**src/rtl/avmm_pipe_bridge.sv**
```systemverilog
// Avalon-MM pipeline bridge: command FIFO with a registered master stage,
// a cap on outstanding read beats and a registered read-response path.
module avmm_pipe_bridge #(
  parameter int DATA_W    = 32,
  parameter int ADDR_W    = 28,
  parameter int BURST_W   = 1,
  parameter int CMD_DEPTH = 4,
  parameter int MAX_PEND  = 8
) (
  input  logic                           clk_clk,
  input  logic                           reset_reset,

  input  logic [ADDR_W-1:0]              s_address,
  input  logic                           s_read,
  input  logic                           s_write,
  input  logic [DATA_W-1:0]              s_writedata,
  input  logic [DATA_W/8-1:0]            s_byteenable,
  input  logic [BURST_W-1:0]             s_burstcount,
  input  logic                           s_debugaccess,
  output logic                           s_waitrequest,
  output logic [DATA_W-1:0]              s_readdata,
  output logic                           s_readdatavalid,

  output logic [ADDR_W-1:0]              m_address,
  output logic                           m_read,
  output logic                           m_write,
  output logic [DATA_W-1:0]              m_writedata,
  output logic [DATA_W/8-1:0]            m_byteenable,
  output logic [BURST_W-1:0]             m_burstcount,
  output logic                           m_debugaccess,
  input  logic                           m_waitrequest,
  input  logic [DATA_W-1:0]              m_readdata,
  input  logic                           m_readdatavalid,

  output logic [$clog2(MAX_PEND+1)-1:0]  pend_cnt,
  output logic [$clog2(CMD_DEPTH+1)-1:0] cmd_level,
  output logic                           err_orphan
);

  localparam int BE_W   = DATA_W / 8;
  localparam int PEND_W = $clog2(MAX_PEND + 1);
  localparam int LVL_W  = $clog2(CMD_DEPTH + 1);
  localparam int PTR_W  = LVL_W - 1;
  localparam int SUM_W  = PEND_W + BURST_W + 1;

  typedef struct packed {
    logic [ADDR_W-1:0]  addr;
    logic               rd;
    logic               wr;
    logic [DATA_W-1:0]  wdata;
    logic [BE_W-1:0]    be;
    logic [BURST_W-1:0] bc;
    logic               dbg;
  } cmd_t;

  cmd_t mem_q [CMD_DEPTH];

  logic [LVL_W-1:0]   wr_ptr_q, wr_ptr_d;
  logic [LVL_W-1:0]   rd_ptr_q, rd_ptr_d;
  logic [LVL_W-1:0]   level_q, level_d;
  logic [PEND_W-1:0]  pend_q, pend_d;
  logic               s_waitrequest_q;
  logic [DATA_W-1:0]  s_readdata_q;
  logic               s_readdatavalid_q;
  logic               err_orphan_q;

  logic [ADDR_W-1:0]  m_addr_q;
  logic               m_read_q;
  logic               m_write_q;
  logic [DATA_W-1:0]  m_wdata_q;
  logic [BE_W-1:0]    m_be_q;
  logic [BURST_W-1:0] m_bc_q;
  logic               m_dbg_q;

  logic               push, pop, issue_rd, rsp_ok, orphan;
  cmd_t               push_ent, cand;
  logic [PTR_W-1:0]   cand_idx;
  logic               cand_avail, cand_block, stage_free, fire;
  logic [SUM_W-1:0]   pend_sum, cand_sum;

  assign push     = (s_read | s_write) & ~s_waitrequest_q;
  assign pop      = (m_read_q | m_write_q) & ~m_waitrequest;
  assign issue_rd = m_read_q & ~m_waitrequest;
  assign rsp_ok   = m_readdatavalid & (pend_q != '0);
  assign orphan   = m_readdatavalid & (pend_q == '0);

  // A simultaneous read+write is kept as the write; burstcount 0 becomes 1.
  always_comb begin
    push_ent       = '0;
    push_ent.addr  = s_address;
    push_ent.rd    = s_read & ~s_write;
    push_ent.wr    = s_write;
    push_ent.wdata = s_writedata;
    push_ent.be    = s_byteenable;
    push_ent.bc    = (s_burstcount == '0) ? BURST_W'(1) : s_burstcount;
    push_ent.dbg   = s_debugaccess;
  end

  assign wr_ptr_d = wr_ptr_q + LVL_W'(push);
  assign rd_ptr_d = rd_ptr_q + LVL_W'(pop);
  assign level_q  = wr_ptr_q - rd_ptr_q;
  assign level_d  = wr_ptr_d - rd_ptr_d;

  assign pend_sum = SUM_W'(pend_q)
                  + (issue_rd ? SUM_W'(m_bc_q) : SUM_W'(0))
                  - SUM_W'(rsp_ok);
  assign pend_d   = pend_sum[PEND_W-1:0];

  // The master stage reloads from the entry that will be at the head after
  // this edge; a same-cycle push is never bypassed into the stage.
  assign cand_idx   = rd_ptr_q[PTR_W-1:0] + PTR_W'(pop);
  assign cand       = mem_q[cand_idx];
  assign cand_avail = pop ? (level_q >= LVL_W'(2)) : (level_q != '0);
  assign cand_sum   = SUM_W'(pend_d) + SUM_W'(cand.bc);
  assign cand_block = cand.rd & (cand_sum > SUM_W'(MAX_PEND));
  assign stage_free = ~((m_read_q | m_write_q) & m_waitrequest);
  assign fire       = stage_free & cand_avail & ~cand_block;

  always_ff @(posedge clk_clk) begin
    if (push) begin
      mem_q[wr_ptr_q[PTR_W-1:0]] <= push_ent;
    end
  end

  always_ff @(posedge clk_clk or posedge reset_reset) begin
    if (reset_reset) begin
      wr_ptr_q          <= '0;
      rd_ptr_q          <= '0;
      pend_q            <= '0;
      s_waitrequest_q   <= 1'b1;
      s_readdata_q      <= '0;
      s_readdatavalid_q <= 1'b0;
      err_orphan_q      <= 1'b0;
      m_addr_q          <= '0;
      m_read_q          <= 1'b0;
      m_write_q         <= 1'b0;
      m_wdata_q         <= '0;
      m_be_q            <= '0;
      m_bc_q            <= '0;
      m_dbg_q           <= 1'b0;
    end else begin
      wr_ptr_q          <= wr_ptr_d;
      rd_ptr_q          <= rd_ptr_d;
      pend_q            <= pend_d;
      s_waitrequest_q   <= (level_d == LVL_W'(CMD_DEPTH));
      s_readdata_q      <= m_readdata;
      s_readdatavalid_q <= rsp_ok;
      err_orphan_q      <= err_orphan_q | orphan;
      if (stage_free) begin
        m_read_q  <= fire & cand.rd;
        m_write_q <= fire & cand.wr;
        if (fire) begin
          m_addr_q  <= cand.addr;
          m_wdata_q <= cand.wdata;
          m_be_q    <= cand.be;
          m_bc_q    <= cand.bc;
          m_dbg_q   <= cand.dbg;
        end
      end
    end
  end

  assign s_waitrequest   = s_waitrequest_q;
  assign s_readdata      = s_readdata_q;
  assign s_readdatavalid = s_readdatavalid_q;
  assign m_address       = m_addr_q;
  assign m_read          = m_read_q;
  assign m_write         = m_write_q;
  assign m_writedata     = m_wdata_q;
  assign m_byteenable    = m_be_q;
  assign m_burstcount    = m_bc_q;
  assign m_debugaccess   = m_dbg_q;
  assign pend_cnt        = pend_q;
  assign cmd_level       = level_q;
  assign err_orphan      = err_orphan_q;

endmodule

```
**config.mk**
```make
export PLATFORM = sky130hd
export DESIGN_NAME = avmm_pipe_bridge
export DESIGN_NICKNAME = d
export VERILOG_FILES = /design/src/rtl/avmm_pipe_bridge.sv
export SDC_FILE = /design/constraint.sdc
export NUM_CORES = 1
export LEC_CHECK = 0
export CELL_PAD_IN_SITES_DETAIL_PLACEMENT = 0
export CELL_PAD_IN_SITES_GLOBAL_PLACEMENT = 1
export CORE_AREA = 3 3 204 206
export CTS_BUF_LIST = sky130_fd_sc_hd__clkbuf_8
export CTS_CLUSTER_SIZE = 25
export DETAILED_ROUTE_END_ITERATION = 7
export DIE_AREA = 0 0 207 209
export GPL_TIMING_DRIVEN = 0
export PLACE_DENSITY = 0.66
export SETUP_SLACK_MARGIN = 0.05
export SLEW_MARGIN = 25
export SYNTH_ARGS = -nofsm -noshare
export SYNTH_HDL_FRONTEND = slang
export SYNTH_SLANG_ARGS = --single-unit
export TNS_END_PERCENT = 100
```
**constraint.sdc**
```tcl
create_clock -name clk_clk -period 11.09 [get_ports clk_clk]
set_input_delay 2.218 -clock clk_clk [delete_from_list [all_inputs] [get_ports clk_clk]]
set_output_delay 2.218 -clock clk_clk [all_outputs]
set_load 0.1 [all_outputs]
```
==> summary.md <==
| Metric | Value |
|---|---|
| Initial antenna violation count | 1 |
| Routed WL | roughly 29,000 um |
| CTS buffer count | 66 |
| H-tree depth | 3 |
| Yosys reg bits | about 380 |
| WP buf/inv | 3 |
| Tot GR Track Use | approximately 14% |
| CP Data Required Time | 8.87 ns |
| Synthesized Nets | around 720 |
| Via/cell ratio | 4.51 |
| Period utilization | 49.0% |
| Max_cap viols | 0 |
| CP top delay family | buffers and inverters |
| Share of cells above drive strength 1 | roughly 28% |
| RD Place Congestion | 0.664 |
| CP max FO | 4 |
| Synth Instances | 604 |
| Die area | about 0.043 mm2 |
| First-pass DRT Iterations | 4 |
| Final HPWL DP | ~19,000 um |
| DR DRC count | 0 |
| Post-CTS sizing | 0 |
| DRT antenna net count | 0 |
| Core Footprint | ~0.040 mm2 |
| Hold Crit Class | reg2reg |
| Largest net degree at the start of global routing | 63 |
| Slowest cell on crit path | clkdlybuf4s50_1 |
| Slew @ Worst Pin | between 1 and 1.5 ns |
| Hold Fails Final Rpt | 0 |
| Initial Util | a little over a third |
| Max-slew violations | 0 |
| Design Area, Final | about 0.018 mm2 |
| Bufs on Longest Clock Path | 3 |
| IO Pins | ~210 |
| Worst Setup End Kind | primary output |
| Post-Place Cell Area | 0.0170 mm2 |
| Via count | 6,710 |
| Overflow after GRT | 0 |
| Chip width | 207 um |
| Clock root buffer master | clkbuf_8 |
| Setup crit start kind | flip-flop |
| Clock Skew | about 0.033 ns |
| Final Critical Period | around 5.4 ns |
| Largest stage delay, worst path | about 1.2 ns |
| Setup violators final | 0 |
| Async SR Flop Fraction | just under 30% |
| Ys flop type | edfxtp_1 |
| Net count reported at finish | between 1,000 and 1,500 |
| Wirelength per Cell | about 19 um |
| Fillers | 3,514 |
| Yosys cell types | 35 |
| CTS tree | done |
| Mapped Area | roughly 0.014 mm2 |
| Setup Fix Bufs, Post-CTS | 0 |
| IO Port Bufs | roughly 210 |
| Slew headroom | a little under a third |
| Clk sinks | ~380 |
| Vias in the first global route | ~7,500 |
| Part of the Yosys area used for sequential elements | ~80% |
| Worst-path clk slew | 0.06 ns |
| Fmax | ~180 MHz |
| Global-route wire length before repair | 44,700 um |
| Post-synth EDFFs | about 270 |
| Clk_lat worst skew | approximately 0.60 ns |
| Ant. Diodes | 0 |
| WP data arrival | approximately 3.2 ns |
| Hold buffers post-CTS | 0 |
| Die Y | around 210 um |
| Worst-path cell chain | inv_1, ha_1, inv_1, fa_1, xnor2_1, clkdlybuf4s50_1 |
| Drt first-iter violations | 254 |
| Synthesis-to-finish area growth | 30.6% |
| CP Class | reg2out |
| RSZ-0062 raised after global routing | no |
| Cell mode on critical path | inv_1 |
| Row count | 73 |
| Status | complete, no violations |
| Synth warnings | 0 |
| Post-Syn Area per Cell | 23.1 um2 |
## Yosys cell counts, drive strengths merged, types with 3 or more instances
cell / n / area share [%]
buf: 17 / 1.1
clkbuf: 6 / 0.16
dfrtp: 112 / 20
edfxtp: 268 / 58
ha: 12 / 1.1
inv: 16 / 0.43
mux2: 65 / 6.3
mux4: 67 / 11
nand2: 4 / 0.11
nor2: 4 / 0.11
nor2b: 3 / 0.13
o21ai: 3 / 0.13
xnor2: 4 / 0.25
xor2: 4 / 0.25
## flip-flops by register name (all words and copies together) (netlist names)
| name | count |
|---|---|
| mem_q | 268 |
| m_writedata | 32 |
| s_readdata | 32 |
| m_address | 28 |
| m_byteenable | 4 |
| pend_cnt | 4 |
| rd_ptr_q | 3 |
| wr_ptr_q | 3 |
| err_orphan | 1 |
| m_burstcount | 1 |
| m_debugaccess | 1 |
| m_read | 1 |
| m_write | 1 |
| s_readdatavalid | 1 |
| s_waitrequest | 1 |
## layout make-up
type / count / area (um2) / area share (%)
buffer: 23 / 178 / 0.976
clock buffer: 74 / 1020 / 5.59
clock inverter: 48 / 205 / 1.13
inverter: 17 / 71.3 / 0.392
multi-input combinational: 183 / 2840 / 15.6
sequential: 381 / 10900 / 59.7
tap: 525 / 657 / 3.61
timing repair buffer: 237 / 2360 / 13.0
## worst paths after layout
check | end | depth (start not counted) | startpoint | slack, ns
max reg2reg | s_waitrequest | 12 | m_read | 7.74
max | cmd_level[2] | 6 | wr_ptr_q[0] | 5.66
min reg2reg | err_orphan | 1 | err_orphan | 0.47
min | err_orphan | 1 | err_orphan | 0.47
max in group asynchronous | m_byteenable[2] | 3 | reset_reset | 8.34
min in group asynchronous | s_readdata[1] | 2 | reset_reset | 2.05
## per-stage QoR
stage	hold slack, ns	util (%)	TNS [ns]	cells	worst slack (ns)
floorplan	0.489	-	0	604	3.43
global placement	0.446	42.0	-231.79	1341	-1.75
detailed placement	0.467	42.7	0	1366	5.27
CTS	0.480	45.7	0	1488	5.58
global route	0.498	45.7	0	1488	5.51
finish	0.469	45.7	0	1488	5.66
## layout by cell type, fill, tap and decap left out, types with 2 or more instances in the layout
master | Yosys | routed
a21o_1 | 2 | 2
and3_4 | 0 | 2
buf_12 | 4 | 5
buf_16 | 0 | 2
buf_2 | 9 | 11
buf_4 | 2 | 22
buf_6 | 1 | 3
clkbuf_1 | 6 | 6
clkbuf_8 | 0 | 74
clkdlybuf4s50_1 | 0 | 210
clkinv_1 | 1 | 5
clkinv_2 | 0 | 2
clkinvlp_4 | 0 | 2
dfrtp_1 | 112 | 112
edfxtp_1 | 268 | 268
fa_1 | 2 | 2
ha_1 | 12 | 12
inv_1 | 16 | 52
inv_6 | 0 | 3
mux2_2 | 26 | 26
mux2_4 | 39 | 39
mux4_2 | 67 | 67
nand2_1 | 4 | 4
nor2_1 | 4 | 4
nor2b_1 | 3 | 3
nor3_2 | 0 | 2
o21ai_0 | 2 | 2
xnor2_1 | 4 | 4
xor2_1 | 4 | 4
## routing by layer
| metal | part of all wire [%] | global-route usage [%] | wire length (um) |
|---|---|---|---|
| met2 | 51 | 22.6 | 14500 |
| met4 | 2.1 | 4.49 | 600 |
| met1 | 41 | 16.4 | 11700 |
| met3 | 6.6 | 4.94 | 1890 |
| met5 | 0.045 | 0 | 13 |
## cell families after synthesis
group           after synthesis  synth area share (%)
flops                       381                  78.0
mux                         132                  17.1
buf+inv                      40                  1.73
simple gates                 20                 0.745
fa+ha+maj                    14                  1.36
compound gates                9                 0.476
xor+xnor                      8                 0.503
## worst reg2reg max path, stage by stage, from the launching register on
cell	delay, ns
dfrtp_1	0.43
o21ba_2	0.25
ha_1	0.18
ha_1	0.28
clkbuf_1	0.31
buf_2	0.42
buf_1	0.57
inv_1	0.11
ha_1	0.22
nor2b_1	0.14
xnor2_1	0.16
xor2_1	0.16
nor2_1	0.06
Power is left out: the tool's default activity adds up to more than one toggle a clock period on the data nets, which glitch-free logic cannot reach.
==> patch 1 (config.mk and constraints unchanged) <==
Register the output `cmd_level`; this adds one clock of latency there. The other outputs are not delayed to match.
--- a/src/rtl/avmm_pipe_bridge.sv
+++ b/src/rtl/avmm_pipe_bridge.sv
@@ -172,5 +172,7 @@
   assign m_debugaccess   = m_dbg_q;
   assign pend_cnt        = pend_q;
-  assign cmd_level       = level_q;
+  always_ff @(posedge clk_clk) begin
+    cmd_level <= level_q;
+  end
   assign err_orphan      = err_orphan_q;
 
Formal check against the unedited RTL: not equivalent (Yosys sat finds a counterexample within 4 cycles, from zero or initial values and one cycle with reset_reset high).
==> patch 1 against the original RTL <==
Sequential cell count increased by 3; largest cell class unchanged; register-to-register slack got worse by 0.03 ns; setup slack improved by 0.33 ns; area after synthesis increased by 0.43%; wire length increased by 2.4%; global-route usage increased by 0.21 points; cell area increased by 0.83%; first-iteration DRC count increased by 6.7%.
Power is not shown: default switching activity piles up to over one toggle a cycle in this logic, so the estimate is an artifact.
==> patch 1: results (changes against the original RTL) <==
<table>
<tr><th>Metric</th><th>Value</th></tr>
<tr><th colspan="2">Setup path</th></tr>
<tr><td>Slowest stage cell on the critical path</td><td>sky130_fd_sc_hd__buf_1</td></tr>
<tr><td>Critical Path AT</td><td>5.62 ns (+2.41 ns)</td></tr>
<tr><td>Critical-path maximum fanout</td><td>10 (+6)</td></tr>
<tr><td>Register-to-register path setup slack</td><td>7.71 ns (-0.03 ns)</td></tr>
<tr><td>Critical Path Max Stage Delay</td><td>0.57 ns (-0.64 ns)</td></tr>
<tr><th colspan="2">Global routing</th></tr>
<tr><td>Pin count of the biggest net entering global routing</td><td>64 (+1.6%)</td></tr>
<tr><td>Global-route wire length before repair</td><td>45.0 mm (+0.68%)</td></tr>
<tr><td>Number of antenna violations at the first check in global routing</td><td>1 (unchanged)</td></tr>
<tr><td>Vias in the first global route</td><td>7436 (-0.55%)</td></tr>
<tr><td>Overall track demand over capacity in global routing</td><td>0.137 (+0.00207)</td></tr>
<tr><th colspan="2">Final layout</th></tr>
<tr><td>Post-layout nets</td><td>1033 (+0.58%)</td></tr>
<tr><td>Layout cell share with drive strength beyond 1</td><td>0.278 (+0.00329)</td></tr>
<tr><td>Final instance count without filler cells</td><td>1492 (+0.27%)</td></tr>
<tr><td>Filler Cells Inserted</td><td>3527 (+0.37%)</td></tr>
<tr><th colspan="2">Synthesis</th></tr>
<tr><td>Share of synthesized flip-flops with an asynchronous set or reset</td><td>0.294 (-0.00232)</td></tr>
<tr><td>Count of unique library cells instantiated by Yosys</td><td>36 (+2.9%)</td></tr>
<tr><td>Synth Instances</td><td>607 (+0.50%)</td></tr>
<tr><td>Fraction of the yosys area taken by sequential cells</td><td>0.781 (+0.000942)</td></tr>
<tr><td>Top cells by area, synth</td><td>sky130_fd_sc_hd__edfxtp_1 58%, sky130_fd_sc_hd__dfrtp_1 20%, sky130_fd_sc_hd__mux4_2 11%, sky130_fd_sc_hd__mux2_4 4.2%, sky130_fd_sc_hd__mux2_2 2.1%</td></tr>
<tr><td>Net count after synthesis</td><td>725 (+0.42%)</td></tr>
<tr><th colspan="2">STA</th></tr>
<tr><td>Transition time at the pin with the least slew margin</td><td>1.10 ns (+0.0710 ns)</td></tr>
<tr><td>Final clock skew</td><td>0.0215 ns (-0.0110 ns)</td></tr>
<tr><th colspan="2">Run status</th></tr>
<tr><td>Outcome</td><td>complete, no violations</td></tr>
<tr><th colspan="2">Worst hold path</th></tr>
<tr><td>Endpoint with the worst hold slack</td><td>err_orphan</td></tr>
<tr><th colspan="2">Place</th></tr>
<tr><td>DP HPWL</td><td>19.1 mm (+2.4%)</td></tr>
<tr><td>Placed cell count</td><td>1371 (+0.37%)</td></tr>
<tr><td>Dpl cell area</td><td>17100 um^2 (+0.66%)</td></tr>
<tr><th colspan="2">Detailed routing</th></tr>
<tr><td>Detail-routed via count per cell</td><td>4.54 (+0.58%)</td></tr>
<tr><th colspan="2">Clock tree</th></tr>
<tr><td>Inserted Clock Buffers</td><td>67 (+1.5%)</td></tr>
</table>
-- patch 1: cell types whose count changed after synthesis, sizes merged --
cell,change
dfxtp,+3
-- patch 1: per-stage QoR --
step	setup slack, ns	util	hold slack (ns)
3_3_place_gp	-2.01	0.421	0.441
6_report	5.99	0.461	0.457
2_1_floorplan	3.43	-	0.489
5_1_grt	5.72	0.461	0.491
3_5_place_dp	5.24	0.429	0.451
4_1_cts	5.90	0.461	0.464
-- patch 1: cell families after synthesis --
kind of cell	synth area share
buffers and inverters	0.0173
muxes	0.171
and+or+nand+nor	0.00742
AOI/OAI and AO/OA	0.00474
xor gates and xnor gates	0.00501
adders and majority gates	0.0136
DFF	0.781
-- patch 1: cell type report --
class / instances / share of cell area
multi-input combinational: 183 / 0.155
antenna: 1 / 0.000136
inverter: 17 / 0.00389
clock inverter: 41 / 0.00907
tap: 525 / 0.0358
clock buffer: 79 / 0.0592
timing repair buffer: 239 / 0.132
buffer: 23 / 0.00968
sequential: 384 / 0.596
-- patch 1: worst max-delay path, delay by kind of cell --
family          cells  cell delay [ns]
fa+ha+maj           3             0.70
buf+inv             5             1.98
xor+xnor            2             0.32
simple gates        2             0.19
compound gates      1             0.20
-- patch 1: layer usage --
| metal | global-route usage | share of wire | vias to the layer above |
|---|---|---|---|
| met5 | 0 | 0.00068 | - |
| met4 | 0.0480 | 0.026 | 2 |
| met3 | 0.0440 | 0.057 | 59 |
| met2 | 0.228 | 0.50 | 193 |
| met1 | 0.171 | 0.42 | 3475 |
| li1 | - | - | 3038 |
-- patch 1: how the worst max path moves through the flow --
stage                       start            end
floorplan                 s_write    mem_q[0][0]
global placement          s_write    mem_q[1][6]
global route        m_waitrequest  s_waitrequest
detailed placement  m_waitrequest  s_waitrequest
CTS                 m_waitrequest  s_waitrequest
finish              m_waitrequest  s_waitrequest
==> patch 2 (same settings) <==
Without the edit above. Change the parameter `ADDR_W` from 28 to 20.
--- a/src/rtl/avmm_pipe_bridge.sv
+++ b/src/rtl/avmm_pipe_bridge.sv
@@ -3,5 +3,5 @@
 module avmm_pipe_bridge #(
   parameter int DATA_W    = 32,
-  parameter int ADDR_W    = 28,
+  parameter int ADDR_W    = 20,
   parameter int BURST_W   = 1,
   parameter int CMD_DEPTH = 4,
Interface: changed (resized m_address and s_address); port bits go from 214 to 198. No check against the original RTL was run, so the function may have changed too.
==> patch 2 against the original RTL <==
Sequential share of layout area fell by 0.59 points; non-clock buffer count fell by 19; hold slack got worse by 0.0082 ns; via count fell by 8.5%; area after synthesis fell by 11%; sequential cell count fell by 40; first-iteration DRC count fell by 23%; wire length fell by 7.8%; critical path depth rose by 7; cell area fell by 9.8%; synthesized cell count fell by 9.8%; setup slack got worse by 0.062 ns; clock skew fell by 0.012 ns.
Power is left out: the tool's default activity adds up to more than one toggle a clock period on the data nets, which glitch-free logic cannot reach.
==> patch 2: results (changes against the original RTL) <==
<table>
<tr><th>Metric</th><th>Value</th></tr>
<tr><th colspan="2">Setup path</th></tr>
<tr><td>Start point of the critical path</td><td>m_waitrequest</td></tr>
<tr><td>Register-to-register path setup slack</td><td>7.28 ns (-0.46 ns)</td></tr>
<tr><td>Critical-path maximum fanout</td><td>10 (+6)</td></tr>
<tr><td>Nature of the critical path endpoint</td><td>flop</td></tr>
<tr><th colspan="2">STA</th></tr>
<tr><td>Transition time at the pin with the least slew margin</td><td>1.05 ns (+0.0197 ns)</td></tr>
<tr><td>Final Critical Period</td><td>5.49 ns (+0.0623 ns)</td></tr>
<tr><th colspan="2">Clock tree</th></tr>
<tr><td>CTS H-Tree Depth</td><td>2 (-1)</td></tr>
<tr><td>Worst skew pair latency</td><td>0.63 ns (+0.03 ns)</td></tr>
<tr><th colspan="2">Final layout</th></tr>
<tr><td>Layout cell share with drive strength beyond 1</td><td>0.272 (-0.00349)</td></tr>
<tr><td>Final instance count without filler cells</td><td>1401 (-5.8%)</td></tr>
<tr><td>Filler Cells Inserted</td><td>3652 (+3.9%)</td></tr>
<tr><th colspan="2">Global routing</th></tr>
<tr><td>Number of antenna violations at the first check in global routing</td><td>2 (+1)</td></tr>
<tr><td>Vias in the first global route</td><td>6818 (-8.8%)</td></tr>
<tr><td>Global-route wire length before repair</td><td>41.0 mm (-8.2%)</td></tr>
<tr><td>Overall track demand over capacity in global routing</td><td>0.124 (-0.0117)</td></tr>
<tr><td>Pin count of the biggest net entering global routing</td><td>55 (-13%)</td></tr>
<tr><th colspan="2">Place</th></tr>
<tr><td>Final weighted congestion in routability-driven placement</td><td>0.674 (+1.5%)</td></tr>
<tr><td>DP HPWL</td><td>17.6 mm (-5.4%)</td></tr>
<tr><td>Minimum setup slack after placement</td><td>4.71 ns (-0.560 ns)</td></tr>
<tr><td>Number of port buffers</td><td>196 (-7.5%)</td></tr>
<tr><td>Placed cell count</td><td>1291 (-5.5%)</td></tr>
<tr><th colspan="2">Synthesis</th></tr>
<tr><td>Commonest cells in the netlist</td><td>236 x sky130_fd_sc_hd__edfxtp_1, 104 x sky130_fd_sc_hd__dfrtp_1, 59 x sky130_fd_sc_hd__mux4_2</td></tr>
<tr><td>Top cells by area, synth</td><td>sky130_fd_sc_hd__edfxtp_1 57%, sky130_fd_sc_hd__dfrtp_1 21%, sky130_fd_sc_hd__mux4_2 11%, sky130_fd_sc_hd__mux2_2 3.5%, sky130_fd_sc_hd__mux2_4 2.3%</td></tr>
<tr><td>Count of unique library cells instantiated by Yosys</td><td>34 (-2.9%)</td></tr>
<tr><td>Number of enable-type register cells in the synthesized netlist</td><td>236 (-12%)</td></tr>
<tr><td>Net count after synthesis</td><td>655 (-9.3%)</td></tr>
<tr><th colspan="2">Detailed routing</th></tr>
<tr><td>Starting DRC count in detailed routing</td><td>195 (-23%)</td></tr>
<tr><td>Total wire length after detailed routing</td><td>26.4 mm (-7.8%)</td></tr>
<tr><th colspan="2">Run status</th></tr>
<tr><td>Outcome</td><td>complete, no violations</td></tr>
</table>
## patch 2: cells by family (layout without fill, tap and decap cells)
logic type	after synthesis	count (layout)	synth area share
multiplexers	116	116	0.165
buffers and inverters	37	368	0.0153
XOR/XNOR	8	8	0.00566
AND/OR/NAND/NOR	20	20	0.00839
adder cells (fa/ha/maj)	14	14	0.0154
flip-flops	341	341	0.785
AO/OA/AOI/OAI	9	9	0.00536
## patch 2: worst min path at each step
stage	start	to	slack, ns
after floorplan	rd_ptr_q[2]	rd_ptr_q[2]	0.49
after global placement	err_orphan	err_orphan	0.44
after detailed placement	err_orphan	err_orphan	0.45
after CTS	err_orphan	err_orphan	0.46
after global routing	err_orphan	err_orphan	0.50
final	err_orphan	err_orphan	0.46
## patch 2: final cells by class
type,count,share of cell area
plain buffers,20,0.00762
clock inverters,49,0.0173
well taps,525,0.0400
flip-flops and latches,341,0.592
multi-input cells,167,0.152
repair buffers,221,0.136
clock buffers,61,0.0511
inverters,17,0.00434
## patch 2: per-stage QoR
stage	setup TNS [ns]	cell area, um^2	hold slack (ns)
after floorplan	0	12400	0.489
after CTS	0	16400	0.465
final	0	16400	0.461
after global routing	0	16400	0.502
after global placement	-122.22	15000	0.441
after detailed placement	0	15300	0.451
## patch 2: layer usage
layer  GRT usage  up-vias  wire (um)
li1            -     2740          -
met1       0.153     3135      11100
met4      0.0431        4        596
met2       0.205      207      12900
met3      0.0395       52       1720
met5           0        -         28
## patch 2: worst max-delay path, stage by stage
cell and delay (ns):
sky130_fd_sc_hd__clkdlybuf4s50_1 0.55, sky130_fd_sc_hd__o21ba_2 0.20, sky130_fd_sc_hd__ha_1 0.18, sky130_fd_sc_hd__ha_1 0.29, sky130_fd_sc_hd__clkbuf_1 0.37, sky130_fd_sc_hd__clkbuf_1 0.65, sky130_fd_sc_hd__clkbuf_1 0.65, sky130_fd_sc_hd__inv_1 0.15
sky130_fd_sc_hd__ha_1 0.23, sky130_fd_sc_hd__nor2b_1 0.13, sky130_fd_sc_hd__xnor2_1 0.15, sky130_fd_sc_hd__xor2_1 0.19, sky130_fd_sc_hd__nor2_1 0.06
